`src/rtl/multi_debouncer.sv`:
```
// multi_debouncer: CHANNELS independent debouncers, one FSM + counter per lane.
//   A channel asserts after PRESS_CYCLES consecutive high samples and deasserts
//   after RELEASE_CYCLES consecutive low samples. Any contrary sample during
//   qualification aborts it and the next attempt starts a fresh count.
//
// Optional macro: DEBOUNCE_SYNC_EN -- when defined, a 2-flop synchronizer per
//   channel sits ahead of the FSMs (adds 2 cycles of latency). When undefined,
//   noisy must already be synchronous to clk.
//
// Ports:
//   clk       in   rising-edge clock
//   reset     in   synchronous, active-high
//   noisy     in   [CHANNELS] raw inputs
//   debounce  out  [CHANNELS] debounced level (STABLE_HIGH or WAIT_LOW)
//   rise      out  [CHANNELS] one-cycle pulse, first cycle debounce is 1
//   fall      out  [CHANNELS] one-cycle pulse, first cycle debounce is 0 again
//   busy      out  [CHANNELS] channel is qualifying a change

// Per-channel FSM and counter.
module debounce_lane #(
  parameter int PRESS_CYCLES   = 16,
  parameter int RELEASE_CYCLES = 16,
  parameter int CW             = 4
) (
  input  logic clk,
  input  logic reset,
  input  logic din,
  output logic debounce,
  output logic rise,
  output logic fall,
  output logic busy
);
  typedef enum logic [1:0] {IDLE_LOW, WAIT_HIGH, STABLE_HIGH, WAIT_LOW} state_t;

  localparam logic [CW-1:0] PRESS_LAST   = CW'(PRESS_CYCLES - 1);
  localparam logic [CW-1:0] RELEASE_LAST = CW'(RELEASE_CYCLES - 1);

  state_t        state_q, state_d;
  logic [CW-1:0] cnt_q, cnt_d;
  logic          rise_q, fall_q;
  logic          deb_q, deb_d;

  // Every state exit clears the counter, so it can never wrap.
  always_comb begin
    state_d = state_q;
    cnt_d   = cnt_q;
    unique case (state_q)
      IDLE_LOW: if (din) begin
        state_d = WAIT_HIGH;
        cnt_d   = '0;
      end
      WAIT_HIGH: begin
        if (!din) begin
          state_d = IDLE_LOW;
          cnt_d   = '0;
        end else if (cnt_q == PRESS_LAST) begin
          state_d = STABLE_HIGH;
          cnt_d   = '0;
        end else begin
          cnt_d = cnt_q + CW'(1);
        end
      end
      STABLE_HIGH: if (!din) begin
        state_d = WAIT_LOW;
        cnt_d   = '0;
      end
      WAIT_LOW: begin
        if (din) begin
          state_d = STABLE_HIGH;
          cnt_d   = '0;
        end else if (cnt_q == RELEASE_LAST) begin
          state_d = IDLE_LOW;
          cnt_d   = '0;
        end else begin
          cnt_d = cnt_q + CW'(1);
        end
      end
      default: begin
        state_d = IDLE_LOW;
        cnt_d   = '0;
      end
    endcase
  end

  assign deb_q = (state_q == STABLE_HIGH) || (state_q == WAIT_LOW);
  assign deb_d = (state_d == STABLE_HIGH) || (state_d == WAIT_LOW);

  // Edge pulses are registered alongside the state so they line up with the
  // first cycle of the new debounce level. Reset forces IDLE_LOW without
  // producing a fall pulse.
  always_ff @(posedge clk) begin
    if (reset) begin
      state_q <= IDLE_LOW;
      cnt_q   <= '0;
      rise_q  <= 1'b0;
      fall_q  <= 1'b0;
    end else begin
      state_q <= state_d;
      cnt_q   <= cnt_d;
      rise_q  <= deb_d & ~deb_q;
      fall_q  <= deb_q & ~deb_d;
    end
  end

  assign debounce = deb_q;
  assign rise     = rise_q;
  assign fall     = fall_q;
  assign busy     = (state_q == WAIT_HIGH) || (state_q == WAIT_LOW);
endmodule

module multi_debouncer #(
  parameter int CHANNELS       = 4,
  parameter int PRESS_CYCLES   = 16,
  parameter int RELEASE_CYCLES = 16
) (
  input  logic                clk,
  input  logic                reset,
  input  logic [CHANNELS-1:0] noisy,
  output logic [CHANNELS-1:0] debounce,
  output logic [CHANNELS-1:0] rise,
  output logic [CHANNELS-1:0] fall,
  output logic [CHANNELS-1:0] busy
);
  localparam int MAXC = (PRESS_CYCLES > RELEASE_CYCLES) ? PRESS_CYCLES : RELEASE_CYCLES;
  localparam int CW   = $clog2(MAXC);

  logic [CHANNELS-1:0] fsm_in;

`ifdef DEBOUNCE_SYNC_EN
  logic [CHANNELS-1:0] sync1, sync2;
  always_ff @(posedge clk) begin
    if (reset) begin
      sync1 <= '0;
      sync2 <= '0;
    end else begin
      sync1 <= noisy;
      sync2 <= sync1;
    end
  end
  assign fsm_in = sync2;
`else
  assign fsm_in = noisy;
`endif

  for (genvar g = 0; g < CHANNELS; g++) begin : g_lane
    debounce_lane #(
      .PRESS_CYCLES  (PRESS_CYCLES),
      .RELEASE_CYCLES(RELEASE_CYCLES),
      .CW            (CW)
    ) u_lane (
      .clk     (clk),
      .reset   (reset),
      .din     (fsm_in[g]),
      .debounce(debounce[g]),
      .rise    (rise[g]),
      .fall    (fall[g]),
      .busy    (busy[g])
    );
  end
endmodule

```
`config.mk`:
```
export PLATFORM = sky130hd
export DESIGN_NAME = multi_debouncer
export DESIGN_NICKNAME = d
export VERILOG_FILES = /design/src/rtl/multi_debouncer.sv
export SDC_FILE = /design/constraint.sdc
export NUM_CORES = 1
export LEC_CHECK = 0
export CORE_ASPECT_RATIO = 1.4
export CORE_UTILIZATION = 53
export DETAILED_ROUTE_END_ITERATION = 6
export PLACE_DENSITY = 0.81
export SYNTH_ARGS = -nofsm -noshare
export SYNTH_HDL_FRONTEND = slang
export SYNTH_HIERARCHICAL = 1
export SYNTH_SLANG_ARGS = --single-unit
```
`constraint.sdc`:
```
create_clock -name clk -period 1.5 [get_ports clk]
set_input_delay 0.225 -clock clk [delete_from_list [all_inputs] [get_ports clk]]
set_output_delay 0.225 -clock clk [all_outputs]
set_load 0.02 [all_outputs]
```
======== Word-level counts from Yosys, hierarchy flattened ========
Index checks and enable logic that the tools add are counted.
cells by class
  add/sub/neg operators ................... 4
  eq/ne operators ......................... 32
  mux-type cells .......................... 52
  bitwise operators ....................... 16
  reduce and logical (&&, ||, !) cells .... 20
operator list
  cell                   number
  $mux W4                20
  $pmux W4 S4            4
  $mux W2                24
  $eq A2 B2 Y1 const B   16
  $pmux W2 S4            4
  $add A4 B1 Y4 const B  4
  $eq A4 B4 Y1 const B   4
  $ne A2 B2 Y1 const B   8
  $logic_or A1 B1 Y1     12
  $and A1 B1 Y1          8
  $eq A2 B1 Y1 const B   4
  $logic_not A2 Y1       4
  $not A1 Y1             8
  $reduce_and A2 Y1      4
storage, ports and cells
  register bits ........................... 32
  input bits .............................. 6
  output and inout port bits .............. 16
  word-level logic and storage cells ...... 140

======== Longest topological paths before layout ========
Gate-level depths: netlist of run 1.
  depth after elaboration ................. 8
  gate-level depth with buffers ........... 4
  gate-level depth less buffers ........... 4

======== Modules after synthesis ========
Netlist of run 1, hierarchy kept.
modules (own cells, without submodules)
  module         times used  cells each  area each (um^2)  sequential area each (um^2)
  debounce_lane  4           42          376.6             160.2

======== Worst setup path before layout of run 1 ========
OpenSTA, ideal clock, no wires.
  kind .................................... reg-to-reg
  start ................................... register g_lane[0].u_lane.state_q[0]
  end ..................................... register g_lane[0].u_lane.cnt_q[3]
  arrival time ............................ 1.081 ns
  slack ................................... 0.357 ns
  cell stages (with the launch flop) ...... 4
  cells stage by stage .................... dfxtp_1 -> inv_1 -> or4_1 -> nand3_1
on the way
  cells in the longest elaborated chain, start to end .. 3
  elaborated cells between the ends (all ways) .. 8
RTL lines
  item                                                     RTL line  text
  start: declaration                                       38        state_t state_q, state_d;
  start signal: assignment                                 98        state_q <= state_d;
  $eq A2 B2 Y1 / $logic_not A2 Y1 (equally long branches)  47        unique case (state_q)
  $ne A2 B2 Y1 (no line)                                   -
  $reduce_and A2 Y1 (no line)                              -
  end signal: assignment                                   99        cnt_q <= cnt_d;
  end: declaration                                         39        logic [CW-1:0] cnt_q, cnt_d;
Several ways; a longest one is shown, not always the timed one.
A chain may end at the register's enable or synchronous reset.

======== Worst setup path in the final report of run 1 ========
  start ................................... register g_lane[2].u_lane.state_q[0]
  end ..................................... output port busy[2]
on the way
  cells in the longest elaborated chain, start to end .. 2
  elaborated cells between the ends (all ways) .. 3
RTL lines
  item                                                 RTL line  text
  start: declaration                                   38
  start signal: assignment                             98
  $eq A2 B1 Y1 / $eq A2 B2 Y1 (equally long branches)  108       assign busy = (state_q == WAIT_HIGH) || (state_q == WAIT_LOW);
  $logic_or A1 B1 Y1 *                                 108
  end: declaration                                     122       output logic [CHANNELS-1:0] busy
Every way passes the cells marked *; elsewhere a longest branch is shown, timed or not.

==> results of run 1 <==
==> what timing repair did <==
item                                    CTS  global route
hold buffers                              0             0
buffers inserted                          0             0
resized for setup                        11             5
gates cloned                              0             0
endpoints found under the setup margin   11             5
==> state kept, by name, summed over array words and instances (netlist names) <==
| signal | count |
|---|---|
| g_lane.u_lane/fall | 4 |
| g_lane.u_lane/cnt_q | 16 |
| g_lane.u_lane/rise | 4 |
| g_lane.u_lane/state_q | 8 |
==> power by group <==
group | internal (mW) | switching, mW | leakage (nW)
combinational | 0.0631 | 0.0681 | 0.577
clock | 0.266 | 0.276 | 0.0374
sequential | 0.859 | 0.0165 | 0.259
==> synthesized netlist by cell type <==
library cell,count
nor4b_1,8
a21oi_1,12
nand3_1,32
clkbuf_1,8
xor2_1,4
or4_1,8
inv_1,8
or3_1,4
and2b_2,4
nor2_1,8
nand4b_1,4
nor3b_1,8
o2111ai_1,4
dfxtp_1,32
dlygate4sd1_1,4
mux2i_1,4
ha_1,4
nand4_1,4
xnor2_1,4
nand2_1,4
==> final timing paths <==
path                               start  depth (start not counted)                   endpoint
min reg2reg    g_lane[0].u_lane/cnt_q[1]                          2  g_lane[0].u_lane/cnt_q[1]
max          g_lane[2].u_lane/state_q[0]                          1                    busy[2]
min            g_lane[0].u_lane/cnt_q[1]                          2  g_lane[0].u_lane/cnt_q[1]
max reg2reg  g_lane[2].u_lane/state_q[0]                          3  g_lane[2].u_lane/cnt_q[3]
==> metal layers <==
metal	wire (µm)	global-route usage
met1	1250	0.262
met2	1690	0.420
met3	117	0.0891
met4	53	0.132
met5	0	0
==> layout make-up <==
type                            instances  share of cell area
Tap cell                               36              0.0239
Inverter                                8              0.0159
Clock buffer                            7              0.0345
Multi-Input combinational cell        116               0.409
Sequential cell                        32               0.340
Timing Repair Buffer                   36               0.177
==> through the flow <==
| stage | hold slack [ps] | TNS [ps] | instance area [µm²] | instances | utilization |
|---|---|---|---|---|---|
| after CTS | 513 | 0 | 1870 | 235 | 0.702 |
| after global placement | 488 | -34.7 | 1820 | 228 | 0.682 |
| final | 512 | 0 | 1890 | 235 | 0.706 |
| after detailed placement | 500 | -189 | 1820 | 228 | 0.682 |
| after floorplan | 302 | 0 | 1510 | 168 | - |
| after global routing | 544 | 0 | 1890 | 235 | 0.706 |
==> kinds of logic (layout without fill, tap and decap cells) <==
logic type / Yosys count / after routing / share of synthesized area
mux: 4 / 4 / 0.0266
simple gates: 84 / 84 / 0.342
compound gates: 16 / 16 / 0.0631
flops: 32 / 32 / 0.425
xor+xnor: 8 / 8 / 0.0465
fa+ha+maj: 4 / 4 / 0.0332
buf+inv: 20 / 51 / 0.0631
==> results by group, run 1 <==
Run status
  – Status: completed

Setup path
  – Reg2Reg Setup Slack: 190 ps
  – Required time worst endpoint: 1270 ps
  – Startpoint types: flop
  – Max stage delay on crit path: 480 ps
  – CP max-delay cell: dfxtp_1
  – Crit Path Max Fanout: 8
  – CP endpoint kind: primary output
  – CP top delay family: flip-flops
  – CP cell instances: dlygate4sd2_1
  – Worst EP arrival: 1190 ps
  – Critical setup path kind: flop to primary output
  – Buf/Inv on CP: 1

GRT
  – Largest net degree at the start of global routing: 31
  – First-pass GRT wire length: 5.51 mm
  – Final global-route overflow total: 0
  – GR Util All Layers: 0.252
  – Vias in the first global route: 1344
  – Initial antenna violation count: 0

Die
  – Core region area: 2670 µm²
  – Die ar.: 3060 µm²
  – Initial core utilization: 0.564
  – Die Span Y: 65.1 µm
  – Row count: 22
  – IO Count: 22
  – Die W: 47.1 µm

Yosys
  – Syn_area_per_cell: 8.97 µm²
  – Synthesis Warnings: 6
  – Synth top area share: 0.425
  – Distinct cells, synth: 20
  – Post-synthesis sequential area ratio: 0.425
  – Syn Std Cell Area: 1510 µm²
  – Syn_nets: 178
  – Synth Register Bits: 32
  – Yosys top cell by area: dfxtp_1
  – Top post-synthesis cells by area: dfxtp_1, nand3_1, nor4b_1
  – Post-Syn Instances: 168

Drt
  – First-pass detailed-route iteration total: 4
  – Initial DRC Count: 20
  – Total wire length: 3.11 mm
  – Via count: 1359
  – ANT nets after route: 0
  – Mean number of vias per cell: 5.78
  – DRC viols: 0
  – WL/cell: 13.2 µm

Finish
  – FILL cells: 219
  – Share of post-route cells with drive strength above 1: 0.131
  – Most frequent cells in the layout: nand3_1, dfxtp_1, buf_4
  – Synth-to-layout area growth: 25.2%
  – Nets@finish: 209
  – Sequential cell area: 641 µm²
  – Multi-input gate area: 771 µm²
  – Final antenna diode count: 0

Placed design
  – Dpl ws: -81.4 ps
  – Final Wtd Congestion: 0.827
  – HPWL after DPL: 2.29 mm
  – Number of port buffers: 21

Timing
  – RSZ-0062 raised after global routing: false
  – Setup violators final: 0
  – Max frequency: 0.709 GHz
  – Slew @ Worst Pin: 363 ps
  – Max-slew violation count: 0
  – Final period util: 0.940
  – Fin. Hold Viols: 0
  – Minimum clock period: 1410 ps
  – Max transition margin: 0.757
  – Clk_skew: 5.73 ps
  – Worst Setup Slack, final: 89.7 ps

Clocking
  – CTS root buffer: clkbuf_4
  – Clk_lat worst skew: 330 ps
  – CTS sink cnt: 32
  – CTS Buf Count: 5
  – Clock buffer depth: 2
  – CTS tree: yes
  – Clock slew at reported path FFs: 90 ps
  – H-Tree Depth: 2

Job
  – Maxcap violations: 0

Min path
  – Hold Crit Class: flop to flop

Power and ir drop
  – Total leakage power: 0.873 nW
  – Power density over the cells: 821 nW/µm²
  – Pwr Total: 1.55 mW
  – Peak VDD IR: 0.688 mV
Power figures use the tool's default switching activity.
==> run 2: changes to the inputs <==
Settings changed: GPL_TIMING_DRIVEN from default to 0.
==> run 2 against run 1 <==
Sequential share of layout area up 1.5 points; clock-buffer cell count up 1; hold slack worse by 19 ps; sequential power about the same; first-iteration DRC count rose to 2.7 times the previous value; clock power down 7.2%; combinational power down 19%; final area down 2.8%; worst setup slack worse by 36 ps; power down 4.1%; largest cell class unchanged.
==> results by group, run 2 (synthesis results as in run 1) <==
Run status
  – Status: completed

Setup path
  – CP cell instances: clkdlybuf4s50_1
  – CP endpoint kind: primary output
  – Required time worst endpoint: 1270 ps
  – Worst EP arrival: 1220 ps
  – Buf/Inv on CP: 1
  – Critical setup path kind: flop to primary output
  – Max stage delay on crit path: 600 ps
  – CP max-delay cell: clkdlybuf4s50_1
  – Crit Path Max Fanout: 1
  – CP top delay family: buffers and inverters
  – Startpoint types: flop

Timing
  – Slew @ Worst Pin: 429 ps
  – Max transition margin: 0.713
  – Max-slew violation count: 0
  – Max frequency: 0.691 GHz
  – Fin. Hold Viols: 0
  – Clk_skew: 3.38 ps
  – RSZ-0062 raised after global routing: false
  – Setup violators final: 0
  – Minimum clock period: 1450 ps
  – Final period util: 0.964

Min path
  – Hold Crit Class: flop to flop

Die
  – Die Span Y: 65.1 µm
  – Core region area: 2670 µm²
  – Row count: 22
  – IO Count: 22
  – Initial core utilization: 0.564
  – Die W: 47.1 µm
  – Die ar.: 3060 µm²

Drt
  – Total wire length: 3.13 mm
  – WL/cell: 13.4 µm
  – DRC viols: 0
  – Initial DRC Count: 54
  – First-pass detailed-route iteration total: 4
  – Mean number of vias per cell: 5.87
  – ANT nets after route: 0
  – Via count: 1367

Placed design
  – Final Wtd Congestion: 0.860
  – Dpl cells: 225
  – Number of port buffers: 21
  – HPWL after DPL: 2.25 mm

Power and ir drop
  – Power density over the cells: 811 nW/µm²
  – Peak VDD IR: 0.619 mV
  – Total leakage power: 0.860 nW
  – Pwr Total: 1.49 mW

Clocking
  – Clock slew at reported path FFs: 90 ps
  – H-Tree Depth: 2
  – Clk_lat worst skew: 310 ps
  – CTS sink cnt: 32
  – CTS Hold Bufs: 0
  – Setup bufs post-CTS: 0
  – CTS tree: yes
  – CTS root buffer: clkbuf_4
  – Clock buffer depth: 2
  – CTS Buf Count: 5

Finish
  – Synth-to-layout area growth: 21.7%
  – Share of post-route cells with drive strength above 1: 0.127
  – Post-Layout Cell Count: 233
  – Commonest non-fill, non-tap cell in the layout: nand3_1
  – Sequential cell area: 651 µm²
  – Final antenna diode count: 0
  – Largest Register: g_lane.u_lane/cnt_q
  – Largest register FFs: 16
  – Multi-input gate area: 771 µm²
  – Nets@finish: 206
  – Most frequent cells in the layout: nand3_1, dfxtp_1, a21oi_1
  – Largest regs: g_lane.u_lane/cnt_q x16, g_lane.u_lane/state_q x8
  – FILL cells: 212

GRT
  – Final global-route overflow total: 0
  – GR Util All Layers: 0.238
  – First-pass GRT wire length: 5.36 mm
  – Vias in the first global route: 1268
  – Initial antenna violation count: 0
  – Largest net degree at the start of global routing: 11

Job
  – Maxcap violations: 0
## run 2: cell count changes in the layout (fill, tap and decap cells not counted), sizes merged
cell           before  now
buf                15    0
clkbuf              7   19
dlymetal6s2s        5    7
dlygate4sd1         0    4
clkdlybuf4s15       0    1
clkdlybuf4s50       5    6
dlygate4sd2        11    4
## run 2: final timing paths
path | cells past startpoint | startpoint | endpoint | slack, ps
max reg2reg | 3 | g_lane[1].u_lane/cnt_q[0] | g_lane[1].u_lane/fall | 180
min reg2reg | 1 | g_lane[3].u_lane/state_q[1] | g_lane[3].u_lane/rise | 490
min | 1 | g_lane[3].u_lane/state_q[1] | g_lane[3].u_lane/rise | 490
max | 1 | g_lane[3].u_lane/rise | rise[3] | 50
## run 2: stage by stage
step | worst slack, ps | hold WS, ps | instance area [µm²] | setup TNS, ps | utilization
global route | 10.6 | 519 | 1830 | 0 | 0.687
CTS | 1.21 | 496 | 1820 | 0 | 0.682
floorplan | 357 | 302 | 1510 | 0 | -
global placement | -259 | 487 | 1760 | -1740 | 0.660
finish | 53.3 | 493 | 1830 | 0 | 0.687
detailed placement | -345 | 500 | 1760 | -2640 | 0.660
## run 2: cell type report
class                      instances  share of cell area
buffer                            12              0.0382
clock buffer                       8              0.0321
inverter                           8              0.0164
multi-input combinational        116               0.420
sequential                        32               0.355
tap                               36              0.0246
timing repair buffer              21               0.113
## run 2: metal layers
layer,GRT usage,wire [µm],share of wire
met5,0,0,0
met4,0.104,36,0.012
met3,0.0585,167,0.053
met2,0.415,1680,0.54
met1,0.257,1250,0.40
## run 2: where the power goes
group	internal [mW]	leakage [nW]	switching [mW]
clock	0.231	0.0326	0.272
sequential	0.861	0.262	0.0167
combinational	0.0405	0.565	0.0651
## run 2: what timing repair did
item                       CTS  global route
pin swaps                    0             0
setup endpoints to repair    8            15
resized for setup           16            22
==> run 3: changes to the inputs <==
==> constraint.sdc (replaced) <==
create_clock -name clk -period 1.64 [get_ports clk]
set_input_delay 0.164 -clock clk [delete_from_list [all_inputs] [get_ports clk]]
set_output_delay 0.164 -clock clk [all_outputs]
set_load 0.02 [all_outputs]
==> run 3 against run 2 <==
Via count down 0.88%; hold slack worse by 1.9 ps; clock-buffer cell count unchanged; final cell count unchanged; global-route usage down 0.055 points; highest routed layer unchanged; critical path type unchanged.
==> results by group, run 3 (synthesis results as in run 1) <==
Timing
  – Max-slew violation count: 0
  – Slew @ Worst Pin: 430 ps
  – Worst Setup Slack, final: 73.8 ps
  – Fin. Hold Viols: 0
  – Clk_skew: 3.09 ps
  – Setup violators final: 0
  – Max transition margin: 0.712
  – Final period util: 0.955
  – RSZ-0062 raised after global routing: false
  – Max frequency: 0.638 GHz
  – Minimum clock period: 1570 ps

Setup path
  – Max stage delay on crit path: 590 ps
  – Required time worst endpoint: 1480 ps
  – Critical setup path kind: flop to primary output
  – Buf/Inv on CP: 2
  – Startpoint types: flop
  – CP cell instances: clkbuf_1 > clkdlybuf4s50_1
  – CP endpoint kind: primary output
  – CP top delay family: buffers and inverters
  – CP max-delay cell: clkdlybuf4s50_1
  – Reg2Reg Setup Slack: 330 ps
  – Worst EP arrival: 1400 ps
  – Crit Path Max Fanout: 8

Finish
  – Final instance area: 1830 µm²
  – Share of post-route cells with drive strength above 1: 0.0914
  – Final antenna diode count: 0
  – Sequential cell area: 651 µm²
  – Largest Register: g_lane.u_lane/cnt_q
  – Multi-input gate area: 771 µm²
  – Most frequent cells in the layout: nand3_1, dfxtp_1, clkdlybuf4s50_1
  – Synth-to-layout area growth: 21.7%
  – Post-Layout Cell Count: 233
  – Commonest non-fill, non-tap cell in the layout: nand3_1
  – FILL cells: 221
  – Nets@finish: 206
  – Largest register FFs: 16
  – Largest regs: g_lane.u_lane/cnt_q x16, g_lane.u_lane/state_q x8

Drt
  – Mean number of vias per cell: 5.82
  – WL/cell: 13.2 µm
  – Total wire length: 3.08 mm
  – DRC viols: 0
  – ANT nets after route: 0
  – Initial DRC Count: 48
  – First-pass detailed-route iteration total: 4
  – Via count: 1355

Die
  – IO Count: 22
  – Die Span Y: 65.1 µm
  – Initial core utilization: 0.564
  – Row count: 22
  – Core region area: 2670 µm²
  – Die ar.: 3060 µm²
  – Die W: 47.1 µm

Min path
  – Hold Crit Class: flop to flop

Run status
  – Status: completed

GRT
  – Final global-route overflow total: 0
  – Vias in the first global route: 1262
  – Initial antenna violation count: 0
  – Largest net degree at the start of global routing: 11
  – First-pass GRT wire length: 5.35 mm
  – GR Util All Layers: 0.237

Job
  – Maxcap violations: 0

Placed design
  – Dpl cells: 225
  – Area post-placement: 1760 µm²
  – Number of port buffers: 21
  – Dpl ws: -144 ps
  – HPWL after DPL: 2.25 mm
  – Final Wtd Congestion: 0.860

Clocking
  – Clock slew at reported path FFs: 90 ps
  – CTS Hold Bufs: 0
  – CTS root buffer: clkbuf_4
  – Post-cts resize count: 12
  – CTS sink cnt: 32
  – Clock buffer depth: 2
  – CTS tree: yes
  – CTS Buf Count: 5
  – Clk_lat worst skew: 310 ps
  – Setup bufs post-CTS: 0
  – H-Tree Depth: 2

Power and ir drop
  – Total leakage power: 0.761 nW
  – Peak VDD IR: 0.561 mV
  – Power density over the cells: 741 nW/µm²
==> run 3: cell count changes in the layout (fill, tap and decap cells not counted) <==
cell	change
clkbuf_1	+4
clkbuf_2	-7
clkdlybuf4s15_1	-1
clkdlybuf4s50_1	+8
dlymetal6s2s_1	-4
==> run 3: final timing paths <==
check             depth (start not counted)                    end                   startpoint
setup / recovery                          2                busy[1]  g_lane[1].u_lane/state_q[0]
hold / removal                            1  g_lane[3].u_lane/rise  g_lane[3].u_lane/state_q[1]
setup reg to reg                          3  g_lane[1].u_lane/fall    g_lane[1].u_lane/cnt_q[0]
hold reg to reg                           1  g_lane[3].u_lane/rise  g_lane[3].u_lane/state_q[1]
==> run 3: worst register-to-register path: cells and delay by family (launching register included) <==
family	cells	cell delay, ps
fa+ha+maj	1	240
flops	1	410
simple gates	2	560
==> run 3: layer usage <==
layer / share of wire / vias up / GRT usage
li1: - / 672 / -
met1: 0.40 / 635 / 0.257
met2: 0.55 / 44 / 0.413
met3: 0.042 / 4 / 0.0585
met4: 0.012 / 0 / 0.104
met5: 0 / - / 0
==> run 3: power by group <==
| group | switching (mW) | internal, mW | leakage [nW] |
|---|---|---|---|
| sequential | 0.0152 | 0.787 | 0.262 |
| combinational | 0.0592 | 0.0388 | 0.466 |
| clock | 0.246 | 0.212 | 0.0326 |
==> run 3: stage by stage <==
| step | power [mW] | TNS [ps] | hold WS (ps) | util |
|---|---|---|---|---|
| 2_1_floorplan | 0.872 | 0 | 241 | - |
| 3_3_place_gp | 0.911 | -219 | 487 | 0.660 |
| 3_5_place_dp | 0.917 | -663 | 500 | 0.660 |
| 4_1_cts | 1.38 | 0 | 496 | 0.684 |
| 5_1_grt | 1.43 | 0 | 519 | 0.687 |
| 6_report | 1.36 | 0 | 491 | 0.687 |
==> run 3: cell type report <==
| type | count | share of cell area |
|---|---|---|
| plain buffers | 12 | 0.0355 |
| clock buffers | 8 | 0.0321 |
| inverters | 8 | 0.0164 |
| multi-input cells | 116 | 0.420 |
| flip-flops and latches | 32 | 0.355 |
| well taps | 36 | 0.0246 |
| repair buffers | 21 | 0.116 |
